<file path="src/rtl/ysyx_22050550_hazard_ctrl.sv">
// ysyx_22050550_hazard_ctrl
// Register-hazard scoreboard between IDU and the WBU bypass path of a
// single-issue in-order pipeline. Each architectural register x1..x31 has a
// 2-bit count of in-flight writers (0..3). x0 is never tracked.
//
// Ports
//   clock, reset                 rising-edge clock, async active-high reset
//   io_IDU_valid                 IDU holds a decoded instruction
//   io_IDU_raddr1/2, ren1/2      source indices and their use flags
//   io_IDU_wen, io_IDU_waddr     destination write enable and index
//   io_IDU_ready                 issue allowed this cycle (issue = valid & ready)
//   io_IDU_pass1/2               operand must take the WBU bypass value
//   io_WBU_valid/wen/waddr       instruction retiring in WBU this cycle
//   io_flush                     squash everything in flight and in IDU
//   io_busy                      some register has a pending writer
//   io_err                       sticky: retire seen with a zero count
//   io_stall_cnt                 cycles IDU was valid but not ready
module ysyx_22050550_hazard_ctrl (
    input  logic        clock,
    input  logic        reset,
    input  logic        io_IDU_valid,
    input  logic [4:0]  io_IDU_raddr1,
    input  logic [4:0]  io_IDU_raddr2,
    input  logic        io_IDU_ren1,
    input  logic        io_IDU_ren2,
    input  logic        io_IDU_wen,
    input  logic [4:0]  io_IDU_waddr,
    output logic        io_IDU_ready,
    output logic        io_IDU_pass1,
    output logic        io_IDU_pass2,
    input  logic        io_WBU_valid,
    input  logic        io_WBU_wen,
    input  logic [4:0]  io_WBU_waddr,
    input  logic        io_flush,
    output logic        io_busy,
    output logic        io_err,
    output logic [31:0] io_stall_cnt
);

    logic [31:0][1:0] cnt_q, cnt_d;
    logic             err_q, err_d;
    logic [31:0]      stall_q, stall_d;

    logic       wb_ret;
    logic [1:0] cnt_r1, cnt_r2, cnt_w, cnt_wb;
    logic       use1, use2;
    logic       ret_r1, ret_r2, ret_w;
    logic       hazard1, hazard2, wfull;
    logic       issue, same_reg;

    // wb_ret already excludes x0, so the per-operand retire matches below
    // never fire for index 0.
    assign wb_ret = io_WBU_valid & io_WBU_wen & (io_WBU_waddr != 5'd0);

    assign cnt_r1 = cnt_q[io_IDU_raddr1];
    assign cnt_r2 = cnt_q[io_IDU_raddr2];
    assign cnt_w  = cnt_q[io_IDU_waddr];
    assign cnt_wb = cnt_q[io_WBU_waddr];

    assign use1 = io_IDU_ren1 & (io_IDU_raddr1 != 5'd0);
    assign use2 = io_IDU_ren2 & (io_IDU_raddr2 != 5'd0);

    assign ret_r1 = wb_ret & (io_WBU_waddr == io_IDU_raddr1);
    assign ret_r2 = wb_ret & (io_WBU_waddr == io_IDU_raddr2);
    assign ret_w  = wb_ret & (io_WBU_waddr == io_IDU_waddr);

    // A lone producer retiring this cycle is not a hazard: its value is on
    // the bypass path.
    assign hazard1 = use1 & (cnt_r1 != 2'd0) & ~((cnt_r1 == 2'd1) & ret_r1);
    assign hazard2 = use2 & (cnt_r2 != 2'd0) & ~((cnt_r2 == 2'd1) & ret_r2);

    // A full counter can still accept a writer when one retires alongside.
    assign wfull = io_IDU_wen & (io_IDU_waddr != 5'd0) & (cnt_w == 2'd3) & ~ret_w;

    assign io_IDU_ready = ~hazard1 & ~hazard2 & ~wfull & ~io_flush;
    assign io_IDU_pass1 = io_IDU_valid & use1 & (cnt_r1 == 2'd1) & ret_r1;
    assign io_IDU_pass2 = io_IDU_valid & use2 & (cnt_r2 == 2'd1) & ret_r2;

    // ready already carries ~io_flush, so a flush cycle never issues.
    assign issue    = io_IDU_valid & io_IDU_ready & io_IDU_wen & (io_IDU_waddr != 5'd0);
    assign same_reg = issue & wb_ret & (io_IDU_waddr == io_WBU_waddr);

    always_comb begin
        cnt_d   = cnt_q;
        err_d   = err_q;
        stall_d = stall_q;

        if (io_IDU_valid & ~io_IDU_ready & ~io_flush) begin
            stall_d = stall_q + 32'd1;
        end

        if (io_flush) begin
            cnt_d = '0;
        end else begin
            if (wb_ret & (cnt_wb == 2'd0)) begin
                err_d = 1'b1;
            end
            if (issue & ~same_reg) begin
                cnt_d[io_IDU_waddr] = cnt_w + 2'd1;
            end
            if (wb_ret & ~same_reg & (cnt_wb != 2'd0)) begin
                cnt_d[io_WBU_waddr] = cnt_wb - 2'd1;
            end
        end
    end

    always_ff @(posedge clock or posedge reset) begin
        if (reset) begin
            cnt_q   <= '0;
            err_q   <= 1'b0;
            stall_q <= '0;
        end else begin
            cnt_q   <= cnt_d;
            err_q   <= err_d;
            stall_q <= stall_d;
        end
    end

    assign io_busy      = (cnt_q != '0);
    assign io_err       = err_q;
    assign io_stall_cnt = stall_q;

endmodule

</file>
<file path="config.mk">
export PLATFORM = sky130hd
export DESIGN_NAME = ysyx_22050550_hazard_ctrl
export DESIGN_NICKNAME = d
export VERILOG_FILES = /design/src/rtl/ysyx_22050550_hazard_ctrl.sv
export SDC_FILE = /design/constraint.sdc
export NUM_CORES = 1
export LEC_CHECK = 0
export BUFFER_PORTS_ARGS = -buffer_cell sky130_fd_sc_hd__buf_2
export CAP_MARGIN = 20
export CORE_UTILIZATION = 28
export DETAILED_ROUTE_END_ITERATION = 8
export GPL_ROUTABILITY_DRIVEN = 0
export REMOVE_ABC_BUFFERS = 1
export SLEW_MARGIN = 40
export SYNTH_ARGS = -nofsm -noshare
export SYNTH_HDL_FRONTEND = slang
export SYNTH_SLANG_ARGS = --single-unit
</file>
<file path="constraint.sdc">
create_clock -name clock -period 8.2 [get_ports clock]
set_clock_uncertainty 0.05 [all_clocks]
set_input_delay 0.82 -clock clock [delete_from_list [all_inputs] [get_ports clock]]
set_output_delay 0.82 -clock clock [all_outputs]
set_load 0.03 [all_outputs]
</file>
# Word-level counts from Yosys, hierarchy flattened

Index checks and enable logic that the tools add are counted.

Bits of input ports: 29
Register bits after elaboration: 97
Word-level logic and storage cells: 125

Add/subtract/negate cells: 3
Muxes and demuxes: 18
Reductions and logical operators: 12
$lt $le $gt $ge: 6
Eq/ne operators: 7
Bitwise logic cells: 45

Operators with widths:

| operator              | count |
|---|---|
| $mux 64               | 4 |
| $bwmux 64             | 2 |
| $reduce_bool 64->1    | 1 |
| $bmux 2 s5            | 4 |
| $and 1x1->1           | 36 |
| $add 32x1->32 const B | 1 |
| $lt 5x6->1 const B    | 4 |
| $demux 2 s5           | 2 |
| $eq 5x5->1            | 4 |
| $reduce_bool 5->1     | 4 |
| $mux 2                | 6 |
| $ge 5x1->1 const B    | 2 |
| $not 1->1             | 9 |
| $reduce_bool 2->1     | 3 |
| $eq 2x1->1 const B    | 2 |
| $add 2x1->2 const B   | 1 |
| $eq 2x2->1 const B    | 1 |
| $logic_and 1x1->1     | 2 |
| $logic_not 2->1       | 1 |
| $reduce_and 2->1      | 1 |
| $sub 2x1->2 const B   | 1 |

# Longest topological paths before layout

Gate-level depths: netlist of the first run.

Depth after elaboration: 22
Mapped depth: 17

# Least setup slack after synthesis of the first run

OpenSTA, ideal clock, no wires.

Path kind: input to output
Start: input io_IDU_waddr[0]
End: output io_IDU_ready
Arrival: 4.021 ns
Stages: 11
Path slack: 3.309 ns
Cells stage by stage: clkbuf_1 clkbuf_1 buf_1 mux4_2 a22oi_1 nand4_1 ha_1 a31oi_1 o311ai_2 buf_2 nor2_1

Word-level cells in the longest chain between the ends: 8
Elaborated cells on any way between the ends: 13
Classes of those cells: eq/ne (2); mux (2); bitwise (8); reduce/logical (1)

RTL lines:

| what                          | RTL line | source |
|---|---|---|
| start, declared               | 27       | `input logic [4:0] io_IDU_waddr,` |
| $bmux 2 s5                    | 57       | `assign cnt_w = cnt_q[io_IDU_waddr];` |
| $mux 2 (implied by the code)  | 57       |  |
| $eq 2x2->1                    | 73       | `assign wfull = io_IDU_wen & (io_IDU_waddr != 5'd0) & (cnt_w == 2'd3) & ~ret_w;` |
| $and 1x1->1                   | 73       |  |
| $and 1x1->1 (*)               | 73       |  |
| $not 1->1 (*)                 | 75       | `assign io_IDU_ready = ~hazard1 & ~hazard2 & ~wfull & ~io_flush;` |
| $and 1x1->1 (*) (2 in series) | 75       |  |
| end, declared                 | 28       | `output logic io_IDU_ready,` |

Every way passes the cells marked *; elsewhere a longest branch is shown, timed or not. The select of a mux whose other input is x is not followed.

==> summary.md, run 1 <==
| Metric | Value |
|---|---|
| Status | finished clean |
| Yosys cell types | 60 |
| Placed insts | 1,230 |
| Starting Density | 28.8% |
| Max VDD drop | 0.155 mV |
| FF+latch count, synth | 97 |
| Leakage Power | 3.74 nW |
| Via count | 8,011 |
| Capture point of the critical path | cnt_q[31] |
| Area of the multi-input gates | 0.00531 mm^2 |
| Cell count after synthesis | 849 |
| Row cnt | 61 |
| Worst Path Max Fanout | 24 |
| Final period util | 58.7% |
| Initial antenna violation count | 0 |
| Critical path buffers and inverters | 1 |
| Fmax | 0.208 GHz |
| Layout Nets | 895 |
| Inserted Clock Buffers | 9 |
| Core area | 0.0281 mm^2 |
| Setup TNS | 0 ns |
| DR DRC count | 0 |
| I/O pin total | 66 |
| Clk_lat worst skew | 0.36 ns |
| Final hold vios | 0 |
| Slew @ Worst Pin | 0.922 ns |
| Hold Path Class | in2async |
| Non-filler cells, final | 1,246 |
| Reg2reg start | cnt_q[60] |
| Seq. cell area | 0.00243 mm^2 |
| Clock Pin Slew Worst Setup and Hold Paths | 0.07 ns |
| Syn. warnings | 0 |
| Max_cap viols | 0 |
| CTS Hold Bufs | 0 |
| Mapped cell area | 0.00810 mm^2 |
| RSZ-0062 raised after global routing | false |
| Worst R2R Path Depth | 8 |
| Worst EP arrival | 4.95 ns |
| Final wirelength | 30,700 um |
| Detail Route Antenna Nets | 0 |
| Worst slew margin | 38.4% |
| I/O Buffers | 65 |
| CTS Sinks | 97 |
| Crit path cell chain | buf_2, mux4_2, and2_1, or4_1, nor4b_1, ha_1, nor3b_1, nor3b_2, a221oi_1 |
| Cell internal pwr | 0.000834 W |
| Clock power frac | 39.5% |
| Postcts setup bufs | 0 |
| Slowest cell on crit path | ha_1 |
| Die area | 0.0296 mm^2 |
| Tot GR Track Use | 21.2% |
| First-pass GRT wire length | 46,900 um |
| CTS tree | done |
| Root Driver | clkbuf_16 |
| Final Util | 32.3% |
| Post-layout min period | 4.81 ns |
| Comb pwr share | 18.3% |
| Slowest stage delay, CP | 0.69 ns |
| Drt initial violations | 1,106 |
| GRT Residual Overflow | 0 |
| # resized after CTS | 0 |
| DIE HEIGHT | 172 um |
| Fillcell total | 2,971 |
| Leading register cell type out of synthesis | dfrtp_1 |
| Via-per-instance ratio | 6.43 |
| Htree depth | 3 |
| HPWL after detailed placement | 21,300 um |
| ANT cells | 0 |
| Startpoint types | input pin |
| Vias in the first global route | 7,541 |
| Internal reg-to-reg setup slack | 4.06 ns |
| Critical path class | in2reg |
| Per-cell routed wire length | 24.6 um |
| Switching power total | 0.000379 W |
| Switching Share | 31.3% |
| Pre-antenna DRT Iters | 6 |
| Setup violations, final | 0 |
| CP delay by family, top | simple AND/OR/NAND/NOR gates |
| Post-synthesis sequential area ratio | 30.0% |
| Crit. path cell count | 9 |
| Post-synth EDFFs | 0 |
| Reg power frac | 42.3% |
| Beginning of the critical path | io_WBU_waddr[0] |
| Layout area overhead | 12.0% |
| Chip width | 172 um |
| Critical path capture point type | flop |
| PnR Total Power | 0.00121 W |
| Ratio of cells with drive above 1 in the final layout | 22.9% |
| Deepest clock path buffer count | 2 |
| Final Slew Violations | 0 |
| Post-synthesis async set-or-reset flop share | 100% |
| PwrDens | 134 mW/mm^2 |
| CP Data Required Time | 8.34 ns |
| Mapped Avg Cell Area | 9.54 um^2 |
| Critical R2R Capture | cnt_q[31] |
| Largest net degree at the start of global routing | 66 |
==> layout make-up <==
cell class	instances	share of cell area, %
Multi-Input combinational cell	657	58.5
Sequential cell	97	26.8
Timing Repair Buffer	85	5.28
Tap cell	378	5.21
Clock buffer	9	2.48
Clock inverter	7	1.17
Inverter	13	0.566
==> worst min-delay path by stage <==
stage	slack, ns	endpoint	depth (start not counted)	start
after floorplan	0.48	cnt_q[1]	1	cnt_q[1]
after global placement	0.42	io_stall_cnt[21]	1	io_stall_cnt[21]
after detailed placement	0.43	io_stall_cnt[27]	1	io_stall_cnt[27]
after CTS	0.42	io_stall_cnt[20]	2	reset
after global routing	0.43	io_stall_cnt[20]	2	reset
final	0.41	io_stall_cnt[19]	2	reset
==> cell usage in the layout, fill, tap and decap left out, drive strengths merged, types with 10 or more instances in the layout <==
cell type / n
a211oi: 11
a21o: 17
a221oi: 23
a22oi: 21
a31o: 14
a31oi: 38
and2: 10
and3: 28
buf: 85
dfrtp: 97
inv: 17
mux2: 12
mux2i: 28
mux4: 56
nand2: 82
nand3: 33
nand4: 39
nor2: 18
nor2b: 14
nor3: 21
nor4: 21
o21ai: 32
xnor2: 18
xor2: 28
==> synth_stat cells (all sizes together), types with 2 or more instances <==
library cell,instances,area (um^2)
dfrtp,97,2430
nand2,82,308
clkbuf,58,218
mux4,56,1260
nand4,39,244
a31oi,38,238
nand3,33,165
o21ai,32,164
and3,28,180
mux2i,28,280
xor2,28,245
buf,24,121
a221oi,23,201
a22oi,21,158
nor3,21,115
nor4,21,146
nor2,18,67.6
xnor2,18,158
a21o,17,128
a31o,14,123
nor2b,14,87.6
inv,13,48.8
mux2,12,135
a211oi,11,82.6
and2,10,62.6
a21oi,9,48.8
nor3b,9,67.6
or3,9,56.3
or4,9,71.3
o31ai,7,52.6
and4,6,52.6
a41oi,5,43.8
nand2b,5,31.3
o22ai,5,31.3
and3b,4,35.0
o311a,4,40.0
a311oi,3,26.3
ha,3,37.5
a21boi,2,15.0
a22o,2,17.5
==> state kept, by name, summed over array words and instances, names as in the netlist <==
name and count:
io_stall_cnt 32, cnt_q 64, io_err 1
==> worst register-to-register path, stage by stage, from the launching register on <==
cell,delay (ns)
dfrtp_1,0.50
mux4_2,0.50
and2_1,0.25
or4_1,0.55
nor4b_1,0.33
ha_1,0.69
nor3b_1,0.29
nor3b_2,0.63
a221oi_1,0.20
==> power groups by stage <==
stage | clock network (W) | logic (W) | registers (W)
final | 0.000479 | 0.000221 | 0.000513
after global routing | 0.000506 | 0.000237 | 0.000516
after CTS | 0.000488 | 0.000218 | 0.000513
after detailed placement | 0 | 0.000218 | 0.000522
after global placement | 0 | 0.000215 | 0.000521
after floorplan | 0 | 0.0000951 | 0.000547
==> layer usage <==
metal  part of all wire [%]  vias to the layer above  global-route usage (%)
met4                    4.4                        0                    9.50
met5                      0                        -                       0
li1                       -                     3373                       -
met1                     39                     3884                    29.4
met2                     42                      651                    30.7
met3                     14                      103                    5.49
==> logic make-up (layout without fill, tap and decap cells) <==
group / count (synthesis) / after routing / synth area share, %
AOI/OAI and AO/OA: 199 / 199 / 17.7
xor gates and xnor gates: 46 / 46 / 4.97
adders and majority gates: 3 / 3 / 0.463
buffers and inverters: 95 / 114 / 4.79
DFF: 97 / 97 / 30.0
muxes: 96 / 96 / 20.7
and+or+nand+nor: 313 / 313 / 21.4
==> metrics by stage <==
stage / worst slack, ns / hold WS (ns) / instance area [um^2]
2_1_floorplan: 3.31 / 0.483 / 7760
3_3_place_gp: 3.04 / 0.419 / 8720
3_5_place_dp: 3.14 / 0.430 / 8740
4_1_cts: 3.50 / 0.424 / 9070
5_1_grt: 3.22 / 0.433 / 9070
6_report: 3.39 / 0.414 / 9070
Note: power is estimated with default switching activity, not from simulation.
==> run 2: changes to the inputs <==
==> constraint.sdc (replaced) <==
create_clock -name clock -period 4.6 [get_ports clock]
set_clock_uncertainty 0.05 [all_clocks]
set_input_delay 0.46 -clock clock [delete_from_list [all_inputs] [get_ports clock]]
set_output_delay 0.46 -clock clock [all_outputs]
set_load 0.03 [all_outputs]
==> run 2 against run 1 <==
  * Global-route usage increased by 0.78 points
  * Die area unchanged
  * Count of clock-buffer cells in the layout stayed put
  * Cell count increased by 2.0%
  * Design area is 2.2% higher
  * Sequential share of layout area decreased by 0.56 points
  * Combinational power is 84% higher
  * Clock power grew 74%
  * Hold slack got worse by 0.30 ns
  * Register-to-register slack worse by 3.6 ns
  * Core utilization rose by 0.69 points
  * Via count is 1.2% higher
  * Critical path type is now reg2reg
  * Critical endpoint is now cnt_q[19]
==> summary.md, run 2 (synthesis results as in run 1) <==
| Metric | Value |
|---|---|
| First-pass GRT wire length | 48,400 um (+3.3%) |
| I/O Buffers | 65 (unchanged) |
| Reg with most FFs | cnt_q |
| Per-cell routed wire length | 25.1 um (+1.8%) |
| Post-layout min period | 4.14 ns |
| DR DRC count | 0 (unchanged) |
| GRT Residual Overflow | 0 (unchanged) |
| Critical path class | reg2reg |
| CP Data Required Time | 4.75 ns (-3.59 ns) |
| Clock Pin Slew Worst Setup and Hold Paths | 0.08 ns (about the same) |
| Initial antenna violation count | 0 (unchanged) |
| Non-filler cells, final | 1,271 (+2.0%) |
| Most common cell after layout, fill and taps aside | dfrtp_1 |
| PwrDens | 232 mW/mm^2 (+74%) |
| Clk_lat worst skew | 0.36 ns (about the same) |
| Startpoint types | flop |
| Worst EP arrival | 4.29 ns (-0.66 ns) |
| Clock power frac | 38.7% (-0.8 points) |
| DIE HEIGHT | 172 um (unchanged) |
| Fmax | 0.241 GHz |
| Switching power total | 0.000704 W (+86%) |
| Root Driver | clkbuf_16 |
| Layout Nets | 920 (+2.8%) |
| Ratio of cells with drive above 1 in the final layout | 24.9% (+1.9 points) |
| Via-per-instance ratio | 6.38 (-0.82%) |
| Die area | 0.0296 mm^2 (unchanged) |
| Final Slew Violations | 0 (unchanged) |
| Inserted Clock Buffers | 9 (unchanged) |
| Worst R2R Path Depth | 9 (+1) |
| Final wirelength | 31,900 um (+3.9%) |
| Postcts setup bufs | 0 (unchanged) |
| RSZ-0062 raised after global routing | false |
| Critical path capture point type | flop |
| Max_cap viols | 0 (unchanged) |
| Critical R2R Capture | cnt_q[19] |
| I/O pin total | 66 (unchanged) |
| Starting Density | 28.8% (unchanged) |
| Detail Route Antenna Nets | 0 (unchanged) |
| Final hold vios | 0 (unchanged) |
| Status | finished clean |
| Comb pwr share | 18.9% (+0.6 points) |
| Largest net degree at the start of global routing | 65 (-1.5%) |
| Worst setup margin | 0.457 ns (-2.93 ns) |
| Internal reg-to-reg setup slack | 0.46 ns (-3.60 ns) |
| Max VDD drop | 0.306 mV (+98%) |
| Slowest stage delay, CP | 0.82 ns (+0.13 ns) |
| Crit path cell chain | mux4_2, and2_1, or4_1, nor4b_1, ha_1, nor3b_1, nor4bb_1, buf_4, a221oi_1 |
| Seq. cell area | 0.00243 mm^2 (unchanged) |
| Max reg flops | 64 (unchanged) |
| Final period util | 90.1% |
| Worst slew margin | 39.0% (+0.66 points) |
| Area of the multi-input gates | 0.00533 mm^2 (+0.35%) |
| Layout area overhead | 14.4% |
| Placed insts | 1,255 (+2.0%) |
| CP delay by family, top | simple AND/OR/NAND/NOR gates |
| Core area | 0.0281 mm^2 (unchanged) |
| HPWL after detailed placement | 22,500 um (+5.7%) |
| Htree depth | 3 (unchanged) |
| Setup violations, final | 0 (unchanged) |
| Via count | 8,105 (+1.2%) |
| Chip width | 172 um (unchanged) |
| Hold Path Class | in2async |
| Reg2reg start | cnt_q[60] |
| Worst Path Max Fanout | 6 (-75%) |
| # resized after CTS | 0 (unchanged) |
| Slowest cell on crit path | nor4bb_1 |
| Reg power frac | 42.4% (about the same) |
| Critical path buffers and inverters | 1 (unchanged) |
| Row cnt | 61 (unchanged) |
| Deepest clock path buffer count | 2 (unchanged) |
| Setup TNS | 0 ns (unchanged) |
| CTS Hold Bufs | 0 (unchanged) |
| Slew @ Worst Pin | 0.902 ns (-0.0195 ns) |
| Drt initial violations | 984 (-11%) |
| ANT cells | 0 (unchanged) |
| Cell internal pwr | 0.00145 W (+74%) |
| Switching Share | 32.7% (+1.4 points) |
| Leakage Power | 3.86 nW (+3.3%) |
| Commonest non-fill, non-tap cells in the layout | 97 x dfrtp_1, 82 x nand2_1, 65 x buf_2 |
| Fillcell total | 2,965 (-0.20%) |
| CTS tree | done |
| CTS Sinks | 97 (unchanged) |
| Pre-antenna DRT Iters | 5 (-1) |
| Pre-CTS WS | 0.295 ns (-2.84 ns) |
| Vias in the first global route | 7,606 (+0.86%) |
| Tot GR Track Use | 22.0% (+0.78 points) |
==> run 2: power groups by stage <==
stage	clock [W]	sequential [W]	combinational, W
floorplan	0	0.000976	0.000170
global placement	0	0.000929	0.000394
detailed placement	0	0.000930	0.000400
CTS	0.000855	0.000913	0.000401
global route	0.000883	0.000919	0.000437
finish	0.000834	0.000914	0.000407
==> run 2: worst reg2reg max path: stages (launching register included) <==
cell and delay (ns):
dfrtp_1 0.54, mux4_2 0.51, and2_1 0.28, or4_1 0.55
nor4b_1 0.37, ha_1 0.21, nor3b_1 0.23, nor4bb_1 0.82
buf_4 0.32, a221oi_1 0.11
==> run 2: layout make-up <==
class / instances / area share, %
Multi-Input combinational cell: 657 / 57.5
Sequential cell: 97 / 26.2
Timing Repair Buffer: 110 / 7.16
Tap cell: 378 / 5.10
Clock buffer: 9 / 2.43
Clock inverter: 7 / 1.04
Inverter: 13 / 0.581
==> run 2: worst max-delay path by stage <==
stage               cells past startpoint         to  slack [ns]       startpoint
detailed placement                     10  cnt_q[27]        0.29  io_WBU_waddr[0]
global placement                       10  cnt_q[43]        0.33  io_WBU_waddr[0]
finish                                  9  cnt_q[19]        0.46        cnt_q[60]
CTS                                     9  cnt_q[27]        0.63        cnt_q[62]
floorplan                              10  cnt_q[42]        0.07  io_IDU_waddr[0]
global route                           10  cnt_q[19]        0.38  io_WBU_waddr[0]
==> run 2: stage by stage <==
stage	total power [W]	hold slack, ns	area [um^2]	util (%)
final	0.00215	0.115	9270	33.0
after global routing	0.00224	0.169	9270	33.0
after CTS	0.00217	0.251	9240	32.9
after detailed placement	0.00133	0.426	8920	31.8
after global placement	0.00132	0.417	8900	31.7
after floorplan	0.00115	0.476	7760	-
==> run 2: layer usage <==
metal / global-route usage (%) / wire (um) / vias up
met2: 32.0 / 13600 / 611
met3: 5.10 / 3960 / 101
met5: 0 / 0 / -
li1: - / - / 3421
met4: 10.5 / 1470 / 0
met1: 30.5 / 12900 / 3972
==> run 3: changes to the inputs <==
--- a/config.mk
+++ b/config.mk
@@ -5,6 +5,7 @@
 export SDC_FILE = /design/constraint.sdc
 export NUM_CORES = 1
 export LEC_CHECK = 0
+export ABC_AREA = 1
 export BUFFER_PORTS_ARGS = -buffer_cell sky130_fd_sc_hd__buf_2
 export CAP_MARGIN = 20
 export CORE_UTILIZATION = 28
==> run 3 against run 2 <==
  * Synthesized cell count increased by 74%
  * Via count grew 28%
  * Fmax is 11% higher
  * Global-route usage down 1.9 points
  * Largest power group unchanged
==> summary.md, run 3 <==
| Metric | Value |
|---|---|
| RSZ-0062 raised after global routing | false |
| GRT Residual Overflow | 0 (unchanged) |
| I/O Buffers | 65 (unchanged) |
| Startpoint types | input pin |
| Max VDD drop | 0.190 mV (-38%) |
| Mapped cell area | 0.00906 mm^2 (+12%) |
| Synth cell count leaders | 374 x nand2_1, 198 x nand3_1, 197 x inv_1 |
| Synth area leader | dfrtp_1 |
| Worst R2R Path Depth | 16 (+7) |
| Slowest cell on crit path | nand2_1 |
| Hold Path Class | in2async |
| Synth top area share | 26.8% (-3.2 points) |
| Ratio of cells with drive above 1 in the final layout | 9.96% (-15 points) |
| Vias in the first global route | 9,385 (+23%) |
| Max_cap viols | 0 (unchanged) |
| Crit path cell chain | buf_2, nand2_1, o22ai_1, o21ai_0, nand2_1, nor4_4, inv_1, ha_1, inv_1, nor2_1, a21oi_1, nand3_1, inv_2, buf_2 |
| CTS Sinks | 97 (unchanged) |
| Worst EP arrival | 3.22 ns (-1.07 ns) |
| Area share of fa/ha/maj cells after synthesis | 0.414% (-0.049 points) |
| Cell internal pwr | 0.00145 W (-0.28%) |
| Deepest clock path buffer count | 2 (unchanged) |
| Internal reg-to-reg setup slack | 1.21 ns (+0.75 ns) |
| Cell count after synthesis | 1,479 (+74%) |
| ANT cells | 0 (unchanged) |
| Commonest non-fill, non-tap cells in the layout | 373 x nand2_1, 198 x nand3_1, 193 x inv_1 |
| Via count | 10,400 (+28%) |
| Worst Path Max Fanout | 16 (+10) |
| DIE HEIGHT | 182 um (+5.7%) |
| Clk_lat worst skew | 0.38 ns (+0.02 ns) |
| PwrDens | 226 mW/mm^2 (-2.6%) |
| Largest net degree at the start of global routing | 94 (+45%) |
| Dominant cells by area after synthesis | dfrtp_1 27%, nand2_1 15%, nand3_1 11%, nand4_1 11%, inv_1 8.2% |
| Slew @ Worst Pin | 0.903 ns (+0.000744 ns) |
| Pre-antenna DRT Iters | 7 (+2) |
| Final Slew Violations | 0 (unchanged) |
| Comb pwr share | 21.7% (+2.8 points) |
| Inserted Clock Buffers | 9 (unchanged) |
| Core area | 0.0317 mm^2 (+13%) |
| Chip width | 182 um (+5.7%) |
| Hold_ws | 0.126 ns (+0.0113 ns) |
| Detail Route Antenna Nets | 0 (unchanged) |
| Switching Share | 36.1% (+3.4 points) |
| Starting Density | 28.6% (-0.28 points) |
| Beginning of the critical path | io_IDU_waddr[1] |
| Per-cell routed wire length | 17.6 um (-30%) |
| Compound-Gate Fraction of Synth Area | 10.2% (-7.5 points) |
| FF+latch count, synth | 97 (unchanged) |
| CTS Hold Bufs | 0 (unchanged) |
| # resized after CTS | 0 (unchanged) |
| Capture point of the critical path | io_IDU_ready |
| Clock power frac | 37.2% (-1.5 points) |
| Setup violations, final | 0 (unchanged) |
| Cell with the most instances after synthesis | nand2_1 |
| Reg2reg start | cnt_q[46] |
| Post-Synth XOR/XNOR Area | 3.87% (-1.1 points) |
| Worst slew margin | 39.6% (+0.62 points) |
| Leading register cell type out of synthesis | dfrtp_1 |
| Status | finished clean |
| I/O pin total | 66 (unchanged) |
| Final period util | 81.1% (-9.0 points) |
| Post-synthesis async set-or-reset flop share | 100% (unchanged) |
| Simple-gate share of the synthesized area | 43.2% (+22 points) |
| Tot GR Track Use | 20.1% (-1.9 points) |
| DR DRC count | 0 (unchanged) |
| Root Driver | clkbuf_16 |
| Final wirelength | 33,100 um (+4.0%) |
| Mapped Avg Cell Area | 6.13 um^2 (-36%) |
| Die area | 0.0331 mm^2 (+12%) |
| Via-per-instance ratio | 5.49 (-14%) |
| Initial antenna violation count | 0 (unchanged) |
| Fmax | 0.268 GHz (+11%) |
| Leakage Power | 4.97 nW (+29%) |
| Yosys cell types | 41 (-32%) |
| Post-synth EDFFs | 0 (unchanged) |
| Final hold vios | 0 (unchanged) |
| Syn. warnings | 0 (unchanged) |
| Layout area overhead | 10.3% |
| Drt initial violations | 1,210 (+23%) |
| Post-synthesis sequential area ratio | 26.8% (-3.2 points) |
| Critical path capture point type | primary output |
| Postcts setup bufs | 0 (unchanged) |
| Critical R2R Capture | io_stall_cnt[29] |
| Clock Pin Slew Worst Setup and Hold Paths | 0.07 ns (about the same) |
| CTS tree | done |
| Main combinational cell family by area after synthesis | simple AND/OR/NAND/NOR gates |
| Row cnt | 65 (+6.6%) |
| Post-layout min period | 3.73 ns (-0.412 ns) |
| Max reg flops | 64 (unchanged) |
| Most common cell after layout, fill and taps aside | nand2_1 |
| CP Data Required Time | 4.09 ns (-0.66 ns) |
| Slowest stage delay, CP | 0.57 ns (-0.25 ns) |
| Design area | 0.0100 mm^2 (+7.9%) |
| Setup TNS | 0 ns (unchanged) |
| Reg with most FFs | cnt_q |
| Switching power total | 0.000818 W (+16%) |
| Cell Area, Placed | 0.00968 mm^2 (+8.5%) |
| Critical path class | in2out |
| Htree depth | 3 (unchanged) |
| Mux cell area share after synthesis | 0% (-21 points) |
| Layout Nets | 1,513 (+64%) |
| HPWL after detailed placement | 21,900 um (-2.6%) |
| First-pass GRT wire length | 52,100 um (+7.6%) |
| Reg power frac | 41.1% (-1.3 points) |
## run 3: cell types whose count changed in the layout (fill, tap and decap cells not counted), sizes merged, moves of 21 or more
cell / previous run / this run
a221oi: 23 / 2
a31oi: 38 / 0
and3: 28 / 1
clkinv: 2 / 26
inv: 16 / 220
mux2i: 28 / 0
mux4: 56 / 0
nand2: 82 / 374
nand3: 33 / 199
nand4: 39 / 156
nor2: 18 / 75
o22ai: 5 / 40
## run 3: cell type report
cell class | instances | area, um^2
sequential | 97 | 2430
multi-input combinational | 1038 | 5250
fill | 3525 | 21700
timing repair buffer | 94 | 584
clock inverter | 7 | 90.1
clock buffer | 9 | 225
tap | 402 | 503
inverter | 241 | 912
## run 3: power groups by stage
| stage | logic (W) | registers [W] | clock network, W |
|---|---|---|---|
| CTS | 0.000482 | 0.000929 | 0.000862 |
| global placement | 0.000476 | 0.000945 | 0 |
| finish | 0.000491 | 0.000930 | 0.000843 |
| detailed placement | 0.000482 | 0.000944 | 0 |
| floorplan | 0.000219 | 0.00101 | 0 |
| global route | 0.000531 | 0.000937 | 0.000891 |
## run 3: worst min-delay path by stage
stage / from / end / slack [ns] / cells after the start
2_1_floorplan: cnt_q[0] / cnt_q[0] / 0.45 / 2
3_3_place_gp: io_err / io_err / 0.41 / 1
3_5_place_dp: io_stall_cnt[31] / io_stall_cnt[31] / 0.41 / 1
4_1_cts: reset / io_stall_cnt[18] / 0.15 / 2
5_1_grt: reset / io_stall_cnt[2] / 0.18 / 2
6_report: reset / io_stall_cnt[2] / 0.13 / 2
## run 3: layer usage
| metal | track usage [%] | up-vias | wire length [um] | part of all wire [%] |
|---|---|---|---|---|
| li1 | - | 4949 | - | - |
| met1 | 27.5 | 4725 | 14400 | 43 |
| met2 | 29.9 | 597 | 13900 | 42 |
| met3 | 4.45 | 96 | 3540 | 11 |
| met4 | 9.38 | 0 | 1360 | 4.1 |
| met5 | 0 | - | 0 | 0 |
## run 3: kinds of logic (layout without fill, tap and decap cells)
kind of cell	Yosys count	after routing
DFF	97	97
adders and majority gates	3	3
and+or+nand+nor	844	844
buffers and inverters	344	351
AOI/OAI and AO/OA	151	151
xor gates and xnor gates	40	40
## run 3: critical path, delay by kind of cell
family                   cells  cell delay, ns
adder cells (fa/ha/maj)      1            0.19
AND/OR/NAND/NOR              5            1.23
buffers and inverters        5            0.55
AO/OA/AOI/OAI                3            0.78
## run 3: metrics by stage
stage                     setup WS [ns]  total power, W  instances  util [%]
after floorplan                   -1.17         0.00122       1376         -
after global placement            0.726         0.00142       1872      30.5
after detailed placement          0.648         0.00143       1872      30.5
after CTS                          1.02         0.00227       1888      31.5
after global routing              0.660         0.00236       1888      31.5
final                             0.869         0.00226       1888      31.5
